==> src/rtl/print_paddle_pkg.sv <==
// ---------------------------------------------------------------------------
// print_paddle_pkg
// Shared definitions for the paddle renderer: the stepper state encoding and
// the default screen / paddle geometry used as parameter defaults.
// ---------------------------------------------------------------------------
package print_paddle_pkg;

  // Stepper state: waiting for a command, waiting for the first frame
  // boundary after a command, or stepping once per frame toward the target.
  typedef enum logic [1:0] {
    ST_IDLE    = 2'd0,
    ST_PENDING = 2'd1,
    ST_MOVING  = 2'd2
  } paddle_state_e;

  localparam int SCREEN_H_DEF = 480;
  localparam int BAR_W_DEF    = 10;
  localparam int BAR_H_DEF    = 90;
  localparam int STEP_DEF     = 4;
  localparam int X_POS_DEF    = 10;
  localparam int Y_INIT_DEF   = 195;

endpackage

==> src/rtl/paddle_stepper.sv <==
// ---------------------------------------------------------------------------
// paddle_stepper
// Holds the requested paddle row, clamps it to the screen, and walks the
// paddle top row toward it by at most STEP pixels per frame boundary.
// Ports:
//   clk_i       - clock, rising edge
//   rst_i       - asynchronous active-high reset
//   cmd_valid_i - a new target row is offered this cycle
//   cmd_y_i     - requested top row (clamped internally)
//   frame_end_i - one-cycle pulse at the end of each frame
//   y_o         - current paddle top row (changes only on frame_end_i)
//   busy_o      - high while a move is pending or in progress
// ---------------------------------------------------------------------------
module paddle_stepper
  import print_paddle_pkg::*;
#(
  parameter int Y_INIT   = Y_INIT_DEF,
  parameter int BAR_H    = BAR_H_DEF,
  parameter int SCREEN_H = SCREEN_H_DEF,
  parameter int STEP     = STEP_DEF,
  parameter int YW       = 9
) (
  input  logic          clk_i,
  input  logic          rst_i,
  input  logic          cmd_valid_i,
  input  logic [YW-1:0] cmd_y_i,
  input  logic          frame_end_i,
  output logic [YW-1:0] y_o,
  output logic          busy_o
);

  // Clamp and step arithmetic use one extra bit so nothing wraps.
  localparam logic [YW:0]   Y_MAX  = (YW+1)'(SCREEN_H - BAR_H);
  localparam logic [YW:0]   STEP_W = (YW+1)'(STEP);
  localparam logic [YW-1:0] Y_RST  = YW'(Y_INIT);

  paddle_state_e state_q;
  logic [YW-1:0] y_q;
  logic [YW-1:0] target_q;
  logic [YW-1:0] y_d;

  logic [YW:0]   cmd_ext_s;
  logic [YW-1:0] cmd_clamped_s;
  logic [YW:0]   tgt_ext_s;
  logic [YW:0]   cur_ext_s;
  logic [YW:0]   dist_s;
  logic [YW:0]   step_ext_s;
  logic          up_s;
  logic          arrive_s;

  // Limit the requested row so the whole paddle stays on screen.
  always_comb begin
    cmd_ext_s     = {1'b0, cmd_y_i};
    cmd_clamped_s = cmd_y_i;
    if (cmd_ext_s > Y_MAX) begin
      cmd_clamped_s = Y_MAX[YW-1:0];
    end else begin
      cmd_clamped_s = cmd_ext_s[YW-1:0];
    end
  end

  // Next row for a frame step; always uses the stored target, so a command
  // landing on the same cycle as frame_end only affects later frames.
  always_comb begin
    tgt_ext_s  = {1'b0, target_q};
    cur_ext_s  = {1'b0, y_q};
    up_s       = 1'b0;
    dist_s     = '0;
    step_ext_s = cur_ext_s;
    if (tgt_ext_s >= cur_ext_s) begin
      up_s   = 1'b1;
      dist_s = tgt_ext_s - cur_ext_s;
    end else begin
      up_s   = 1'b0;
      dist_s = cur_ext_s - tgt_ext_s;
    end
    arrive_s = (dist_s <= STEP_W);
    if (arrive_s) begin
      step_ext_s = tgt_ext_s;
    end else if (up_s) begin
      step_ext_s = cur_ext_s + STEP_W;
    end else begin
      step_ext_s = cur_ext_s - STEP_W;
    end
    y_d = step_ext_s[YW-1:0];
  end

  // Move FSM: target capture, frame-synchronous stepping, arrival detection.
  always_ff @(posedge clk_i or posedge rst_i) begin
    if (rst_i) begin
      state_q  <= ST_IDLE;
      y_q      <= Y_RST;
      target_q <= Y_RST;
    end else begin
      case (state_q)
        ST_IDLE: begin
          if (cmd_valid_i && (cmd_clamped_s != y_q)) begin
            target_q <= cmd_clamped_s;
            state_q  <= ST_PENDING;
          end
        end
        ST_PENDING: begin
          if (cmd_valid_i) begin
            target_q <= cmd_clamped_s;
          end
          // The first frame boundary only starts the move.
          if (frame_end_i) begin
            state_q <= ST_MOVING;
          end
        end
        ST_MOVING: begin
          if (cmd_valid_i) begin
            target_q <= cmd_clamped_s;
          end
          if (frame_end_i) begin
            y_q <= y_d;
            if (arrive_s) begin
              state_q <= ST_IDLE;
            end
          end
        end
        default: begin
          state_q <= ST_IDLE;
        end
      endcase
    end
  end

  assign y_o    = y_q;
  assign busy_o = (state_q != ST_IDLE);

endmodule

==> src/rtl/print_paddle.sv <==
// ---------------------------------------------------------------------------
// print_paddle
// Draws a vertical paddle at a fixed column whose top row follows commands
// from the custom-instruction interface, moving at most STEP rows per frame.
// Ports:
//   clk_in     - clock, rising edge
//   i_rst      - asynchronous active-high reset
//   clk_en     - command strobe
//   refreshBar - with clk_en, requests a new target row (coordY)
//   coordY     - requested paddle top row
//   frame_end  - one-cycle pulse after the last active pixel of a frame
//   o_active   - current pixel lies in the active area
//   o_x, o_y   - current pixel column / row
//   y_Atual    - current paddle top row
//   busy       - a move is pending or in progress
//   color      - registered "pixel is on the paddle" flag (1 cycle latency)
// ---------------------------------------------------------------------------
module print_paddle
  import print_paddle_pkg::*;
#(
  parameter int X_POS    = X_POS_DEF,
  parameter int Y_INIT   = Y_INIT_DEF,
  parameter int BAR_W    = BAR_W_DEF,
  parameter int BAR_H    = BAR_H_DEF,
  parameter int SCREEN_H = SCREEN_H_DEF,
  parameter int STEP     = STEP_DEF,
  parameter int XW       = 10,
  parameter int YW       = 9
) (
  input  logic          clk_in,
  input  logic          i_rst,
  input  logic          clk_en,
  input  logic          refreshBar,
  input  logic [YW-1:0] coordY,
  input  logic          frame_end,
  input  logic          o_active,
  input  logic [XW-1:0] o_x,
  input  logic [YW-1:0] o_y,
  output logic [YW-1:0] y_Atual,
  output logic          busy,
  output logic          color
);

  // Pixel bounds in two extra bits so the bottom/right edges cannot wrap.
  localparam logic [XW+1:0] X_LO    = (XW+2)'(X_POS);
  localparam logic [XW+1:0] X_HI    = (XW+2)'(X_POS + BAR_W);
  localparam logic [YW+1:0] BAR_H_W = (YW+2)'(BAR_H);

  logic [YW-1:0] y_s;
  logic          busy_s;
  logic [XW+1:0] px_x_s;
  logic [YW+1:0] px_y_s;
  logic [YW+1:0] bar_top_s;
  logic [YW+1:0] bar_bot_s;
  logic          color_d;
  logic          color_q;

  paddle_stepper #(
    .Y_INIT  (Y_INIT),
    .BAR_H   (BAR_H),
    .SCREEN_H(SCREEN_H),
    .STEP    (STEP),
    .YW      (YW)
  ) u_stepper (
    .clk_i      (clk_in),
    .rst_i      (i_rst),
    .cmd_valid_i(clk_en && refreshBar),
    .cmd_y_i    (coordY),
    .frame_end_i(frame_end),
    .y_o        (y_s),
    .busy_o     (busy_s)
  );

  // Paddle hit test for the pixel currently presented.
  always_comb begin
    px_x_s    = {2'b00, o_x};
    px_y_s    = {2'b00, o_y};
    bar_top_s = {2'b00, y_s};
    bar_bot_s = bar_top_s + BAR_H_W;
    if (o_active && (px_x_s >= X_LO) && (px_x_s < X_HI) &&
        (px_y_s >= bar_top_s) && (px_y_s < bar_bot_s)) begin
      color_d = 1'b1;
    end else begin
      color_d = 1'b0;
    end
  end

  // Color register; cleared asynchronously with the rest of the block.
  always_ff @(posedge clk_in or posedge i_rst) begin
    if (i_rst) begin
      color_q <= 1'b0;
    end else begin
      color_q <= color_d;
    end
  end

  assign y_Atual = y_s;
  assign busy    = busy_s;
  assign color   = color_q;

endmodule

==> config.mk <==
export PLATFORM = sky130hd
export DESIGN_NAME = print_paddle
export DESIGN_NICKNAME = d
export VERILOG_FILES = /design/src/rtl/print_paddle_pkg.sv /design/src/rtl/paddle_stepper.sv /design/src/rtl/print_paddle.sv
export SDC_FILE = /design/constraint.sdc
export NUM_CORES = 1
export LEC_CHECK = 0
export BUFFER_PORTS_ARGS = -buffer_cell sky130_fd_sc_hd__buf_2
export CAP_MARGIN = 20
export CORE_MARGIN = 4
export CORE_UTILIZATION = 55
export DETAILED_ROUTE_END_ITERATION = 10
export HOLD_SLACK_MARGIN = 0.03
export PLACE_DENSITY = 0.82
export SYNTH_ARGS = -nofsm -noshare
export SYNTH_HDL_FRONTEND = slang
export SYNTH_HIERARCHICAL = 1
export SYNTH_SLANG_ARGS = --single-unit
export TNS_END_PERCENT = 20
==> constraint.sdc <==
create_clock -name clk_in -period 5.5 [get_ports clk_in]
set_input_delay 0.275 -clock clk_in [delete_from_list [all_inputs] [get_ports clk_in]]
set_output_delay 0.275 -clock clk_in [all_outputs]
set_load 0.01 [all_outputs]
==> results of run 1 <==
==> final cells by class <==
cell class,instances,area share (%)
multi-input combinational,258,65.6
sequential,21,17.6
timing repair buffer,44,7.38
inverter,42,5.17
tap,67,2.75
clock buffer,3,1.35
clock inverter,1,0.164
==> power groups by stage <==
stage | clock, mW | combinational [mW] | sequential (mW)
2_1_floorplan | 0 | 1.28 | 0.343
3_3_place_gp | 0 | 1.50 | 0.377
3_5_place_dp | 0 | 1.57 | 0.381
4_1_cts | 0.106 | 1.59 | 0.378
5_1_grt | 0.113 | 1.79 | 0.393
6_report | 0.104 | 1.60 | 0.380
==> metrics by stage <==
stage	setup slack [ns]	area [um2]	instances	hold WS [ns]	utilization [%]
floorplan	2.14	2730	326	0.00371	-
global placement	1.81	2990	431	0.118	63.0
global route	1.45	3050	436	0.273	64.2
detailed placement	1.76	2990	431	0.122	63.0
CTS	1.71	3050	436	0.272	64.2
finish	1.67	3050	436	0.285	64.2
==> critical path, delay by kind of cell (launching register included) <==
| family | cells | cell delay [ns] |
|---|---|---|
| compound gates | 7 | 1.08 |
| simple gates | 3 | 0.85 |
| fa+ha+maj | 2 | 0.81 |
| flops | 1 | 0.58 |
| buf+inv | 2 | 0.32 |
| xor+xnor | 1 | 0.10 |
==> flip-flops by register name (all words and copies together) (netlist names) <==
register / count
u_stepper/target_q: 9
u_stepper/y_o: 9
u_stepper/state_q: 2
color: 1
==> per-layer routing <==
metal | up-vias | wire (um) | track usage, % | part of all wire (%)
met4 | 0 | 128 | 6.29 | 1.9
met5 | - | 0 | 0 | 0
met2 | 61 | 3310 | 39.7 | 50
li1 | 1259 | - | - | -
met1 | 1140 | 2840 | 27.2 | 43
met3 | 13 | 287 | 2.29 | 4.4
==> worst paths after layout <==
path | slack, ns | end | cells past startpoint
worst min-delay path | 0.28 | u_stepper/target_q[6] | 3
worst min register to register | 0.52 | u_stepper/target_q[0] | 2
worst max-delay path | 1.67 | u_stepper/y_o[8] | 15
worst max register to register | 1.67 | u_stepper/y_o[8] | 15
min in group asynchronous | 0.38 | color | 3
max in group asynchronous | 4.33 | u_stepper/y_o[2] | 3
==> cells by family (layout without fill, tap and decap cells) <==
logic type	Yosys count	after routing
AO/OA/AOI/OAI	93	93
XOR/XNOR	16	16
adder cells (fa/ha/maj)	47	47
buffers and inverters	47	90
flip-flops	21	21
multiplexers	11	11
AND/OR/NAND/NOR	91	91
==> cells in the mapped netlist, types with 5 or more instances <==
master    n  area [um2]
dfstp_2   8         210
dfrtp_1  13         325
nor2_1   19        71.3
a21oi_1  27         135
nand2_1  27         101
inv_1    41         154
o21ai_0  16        80.1
a31oi_1   6        37.5
xnor2_1  11        96.3
ha_1     46         576
nor3_1    8        40.0
xor2_1    5        43.8
nor2b_1   5        31.3
mux2i_1   7        70.1
==> impl_metrics.toml, run 1 <==
[synthesis]
ys_ff_latch = 21
syn-num-nets = 407
synth_xor_area_share_pct = 5.13
ys_types = 68
synthSimpleGateAreaFrac_pct = 17.4
synth_mux_area_share_pct = 4.21
synthAdderAreaFrac_pct = 21.8
synth_compound_area_share_pct = 24.7
netlist_instances = 326
syn-cell-area_mm2 = 0.00273
synthArstFlopShare_pct = 100
synth_top_family_by_area = "compound AO/OA/AOI/OAI gates"
yosysSeqAreaShare_pct = 19.6
synth_warnings = 6
synth.avg_cell_area_um2 = 8.38
synth_flop_cell = "dfrtp_1"
synth-edff-count = 0

[worst_setup_path]
timing.rr.start = "u_stepper/y_o[3]"
path_max_fanout = 11
cp_slowest_cell = "dfrtp_1"
cp_cell_sequence = "inv_1 -> ha_1 -> and3_4 -> o21ai_1 -> and4bb_1 -> o21ai_2 -> inv_2 -> ha_1 -> a21oi_1 -> o21bai_1 -> a21o_1 -> a21oi_1 -> xnor2_1 -> or4_1 -> o211ai_1"
slowest_delay_ns = 0.58
critPathCaptureType = "flop"
required_ns = 5.68
crit_arrival_ns = 4.02
crit_type = "reg -> reg"
crit_start = "u_stepper/y_o[3]"
cp-start-kind = "flop"

[floorplanning]
io_pins = 45
core_mm2 = 0.00475
die_h_um = 78.5
row_count = 25
initial_utilization_pct = 57.4
dieArea_mm2 = 0.00616
die_x_um = 78.5

[power_and_ir_drop]
p_seq_share_pct = 18.2
internal-power_mw = 1.01
pwr-share-clk_pct = 5.0
power_switching_share_pct = 51.9
pwr-share-comb_pct = 76.8
total_power_mw = 2.09
total_leakage_power_nw = 1.50
switchingPower_mw = 1.08
power.density_mw_per_mm2 = 685
ir_drop_mv = 0.436

[detailed_routing]
via_count = 2473
drt_iter0_markers = 145
via_per_inst = 5.67
wl_per_cell_um = 15.1
dr.pass1.iters = 4
wirelength_um = 6570
antenna_left = 0
drcViolationCount = 0

[sta]
drv_slew = 0
setup_viol = 0
tightest_slew_ns = 0.759
rsz0062_at_grt = "no"
finalCritPeriodShare_pct = 69.7
fmax_mhz = 261
fin_setup_tns_ns = 0
finalHoldViolCount = 0
slew_headroom_pct = 49.4
skew_ns = 0.00472
fin_crit_ns = 3.83

[global_routing]
grt_antenna_before_repair = 0
grt_pass1_vias = 2484
grt_max_degree = 21
grt_use_total_pct = 21.9
grt_pass1_wl_um = 11100
grt_overflow = 0

[clock_network]
cts_tree = "built"
post-cts-setup-buffers = 0
clockRootBuffer = "clkbuf_8"
cts_resized = 0
clk_pin_slew_ns = 0.08
cts.sinks = 21
clk_latency_ns = 0.26
cts_buffers = 3
hold_buffers = 1
htree_num_levels = 1
ctsLongestPathBuffers = 2

[place]
port_buffers = 43
dpl.hpwl_um = 5220
place.gp.congestion = 0.861

[min_path]
hold_class = "in -> reg"
min_from = "coordY[6]"

[cells_and_area]
drive_gt1_share_pct = 21.1
seq_area_um2 = 536
final_common_cell = "ha_1"
diodes = 0
area_delta_synth_final_pct = 11.7
nFillCells = 415
multi_input_area_mm2 = 0.00200
mostFrequentLayoutCells = "46 x ha_1, 43 x buf_2, 41 x inv_1"
fin_nets = 451

[outcome]
status = "finished clean"

[job]
maxCapViolCount = 0
Note: power is estimated with default switching activity, not from simulation.
==> inputs of run 2 (changes only) <==
- ABC_AREA: default -> 1
- PLACE_DENSITY: 0.82 -> 0.81
- clock period: 5.5 -> 3.9 ns (I/O delays scaled with it)
==> impl_metrics.toml, run 2 <==
[worst_setup_path]
rrSetupSlack_ns = 0.55
timing.rr.start = "u_stepper/y_o[6]"
cp_cell_sequence = "inv_1 -> ha_1 -> nand2_1 -> nor2_1 -> nand3_1 -> nand3_2 -> inv_1 -> ha_1 -> a21o_1 -> nand2_1 -> nand3_1 -> nand2_1 -> nand2_1 -> nor2_1 -> nor2_1 -> nand4_1 -> nand3_1"
cpMostUsedCell = "nand2_1"
cp-start-kind = "flop"
r2r_end = "u_stepper/y_o[8]"
crit_type = "reg -> reg"
cp_slowest_cell = "dfstp_2"
slowest_delay_ns = 0.67
path_max_fanout = 11
r2r_cells = 17
critPathCaptureType = "flop"
crit_arrival_ns = 3.49
required_ns = 4.04

[detailed_routing]
drcViolationCount = 0
drt_iter0_markers = 201
dr.pass1.iters = 5
antenna_left = 0
via_count = 3376
wl_per_cell_um = 12.7
wirelength_um = 8020
via_per_inst = 5.37

[sta]
finalCritPeriodShare_pct = 85.9
rsz0062_at_grt = "no"
fin_setup_tns_ns = 0
slew_headroom_pct = 47.5
fin_crit_ns = 3.35
fmax_mhz = 299
drv_slew = 0
tightest_slew_ns = 0.786
finalHoldViolCount = 0
setup_viol = 0
skew_ns = 0.00273

[clock_network]
htree_num_levels = 1
cts.sinks = 21
ctsLongestPathBuffers = 2
clk_pin_slew_ns = 0.08
cts_buffers = 3
cts_resized = 0
clk_latency_ns = 0.27
clockRootBuffer = "clkbuf_8"
cts_tree = "built"
post-cts-setup-buffers = 0

[min_path]
hold_class = "in -> reg"
min_from = "coordY[7]"
min_path_cells = 3
whs_endpoint = "u_stepper/target_q[7]"

[floorplanning]
io_pins = 45
dieArea_mm2 = 0.00694
die_h_um = 83.3
core_mm2 = 0.00551
initial_utilization_pct = 56.7
die_x_um = 83.3
row_count = 27

[synthesis]
yosysTopAreaCellShare_pct = 20.8
syn-cell-area_mm2 = 0.00312
syn-num-nets = 591
netlist_instances = 510
synth.most_common_cell = "nand2_1"
synth_warnings = 6
synth-edff-count = 0
yosys-top-cells-count = "173 x nand2_1, 90 x inv_1, 49 x nand3_1"
synthArstFlopShare_pct = 100
yosysSeqAreaShare_pct = 17.2
ys_types = 37
synthTopCellsByArea = "nand2_1 21%, ha_1 18%, inv_1 11%"
synth.avg_cell_area_um2 = 6.12
synth_flop_cell = "dfrtp_1"
ys_ff_latch = 21
synth.largest_area_cell = "nand2_1"

[cells_and_area]
fin_nets = 639
finish.utilization_pct = 63.0
diodes = 0
area_delta_synth_final_pct = 11.1
final_common_cell = "nand2_1"
mostFrequentLayoutCells = "173 x nand2_1, 90 x inv_1, 49 x nand3_1"
drive_gt1_share_pct = 13.5

[job]
maxCapViolCount = 0

[place]
place.gp.congestion = 0.894
dpl.hpwl_um = 6540
port_buffers = 43

[global_routing]
grt_antenna_before_repair = 0
grt_pass1_vias = 3039
grt_use_total_pct = 23.0
grt_max_degree = 21
grt_pass1_wl_um = 13500
grt_overflow = 0

[outcome]
status = "finished clean"
## run 2: cell count changes in the layout (fill, tap and decap cells not counted), sizes merged, moves of 5 or more
cell | previous run | this run
nor3 | 8 | 1
nand3 | 3 | 52
nand4 | 2 | 7
mux2i | 7 | 0
nand2 | 27 | 179
nor2 | 19 | 39
a31oi | 6 | 1
xnor2 | 11 | 1
inv | 42 | 91
nor2b | 6 | 0
## run 2: kinds of logic after synthesis
kind of cell / after synthesis / share of synthesized area (%)
and+or+nand+nor: 282 / 38.8
buffers and inverters: 96 / 12.2
AOI/OAI and AO/OA: 54 / 9.98
adders and majority gates: 47 / 19.1
DFF: 21 / 17.2
xor gates and xnor gates: 10 / 2.81
## run 2: layout make-up
cell class	instances	area, um2
Timing Repair Buffer	47	248
Inverter	92	345
Clock buffer	4	45.0
Multi-Input combinational cell	393	2200
Fill cell	514	2040
Tap cell	72	90.1
Sequential cell	21	536
## run 2: worst max-delay path by stage
stage,start,to,slack [ns]
final,u_stepper/y_o[6],u_stepper/y_o[8],0.55
after global routing,u_stepper/y_o[1],u_stepper/y_o[8],0.28
after CTS,u_stepper/y_o[6],u_stepper/y_o[8],0.62
after detailed placement,u_stepper/y_o[6],u_stepper/y_o[8],0.65
after global placement,u_stepper/y_o[6],u_stepper/y_o[8],0.72
after floorplan,u_stepper/y_o[6],u_stepper/y_o[8],1.04
## run 2: routing by layer
layer / GRT usage [%] / vias to the layer above / share of wire (%)
li1: - / 1701 / -
met1: 30.8 / 1570 / 46
met2: 39.4 / 94 / 49
met3: 1.59 / 11 / 4.5
met4: 6.84 / 0 / 1.2
met5: 0 / - / 0
## run 2: worst max-delay path, delay by kind of cell, from the launching register on
kind	cells	cell delay (ns)
AND/OR/NAND/NOR	12	1.27
adder cells (fa/ha/maj)	2	0.85
flip-flops	1	0.67
buffers and inverters	2	0.23
AO/OA/AOI/OAI	1	0.21
## run 2: what timing repair did
item,CTS,global route
hold buffers,1,0
endpoints found under the hold margin,1,0
setup endpoints to repair,0,0
## run 2: stage by stage
stage / worst slack, ns / area, um2 / hold slack [ns] / std cells
2_1_floorplan: 1.04 / 3120 / -0.0763 / 510
4_1_cts: 0.618 / 3470 / 0.185 / 629
5_1_grt: 0.280 / 3470 / 0.207 / 629
6_report: 0.551 / 3470 / 0.192 / 629
3_5_place_dp: 0.646 / 3410 / 0.0447 / 624
3_3_place_gp: 0.720 / 3410 / 0.0461 / 624
Power of run 2 is not shown: default switching activity piles up to over one toggle a cycle in this logic, so the estimate is an artifact.
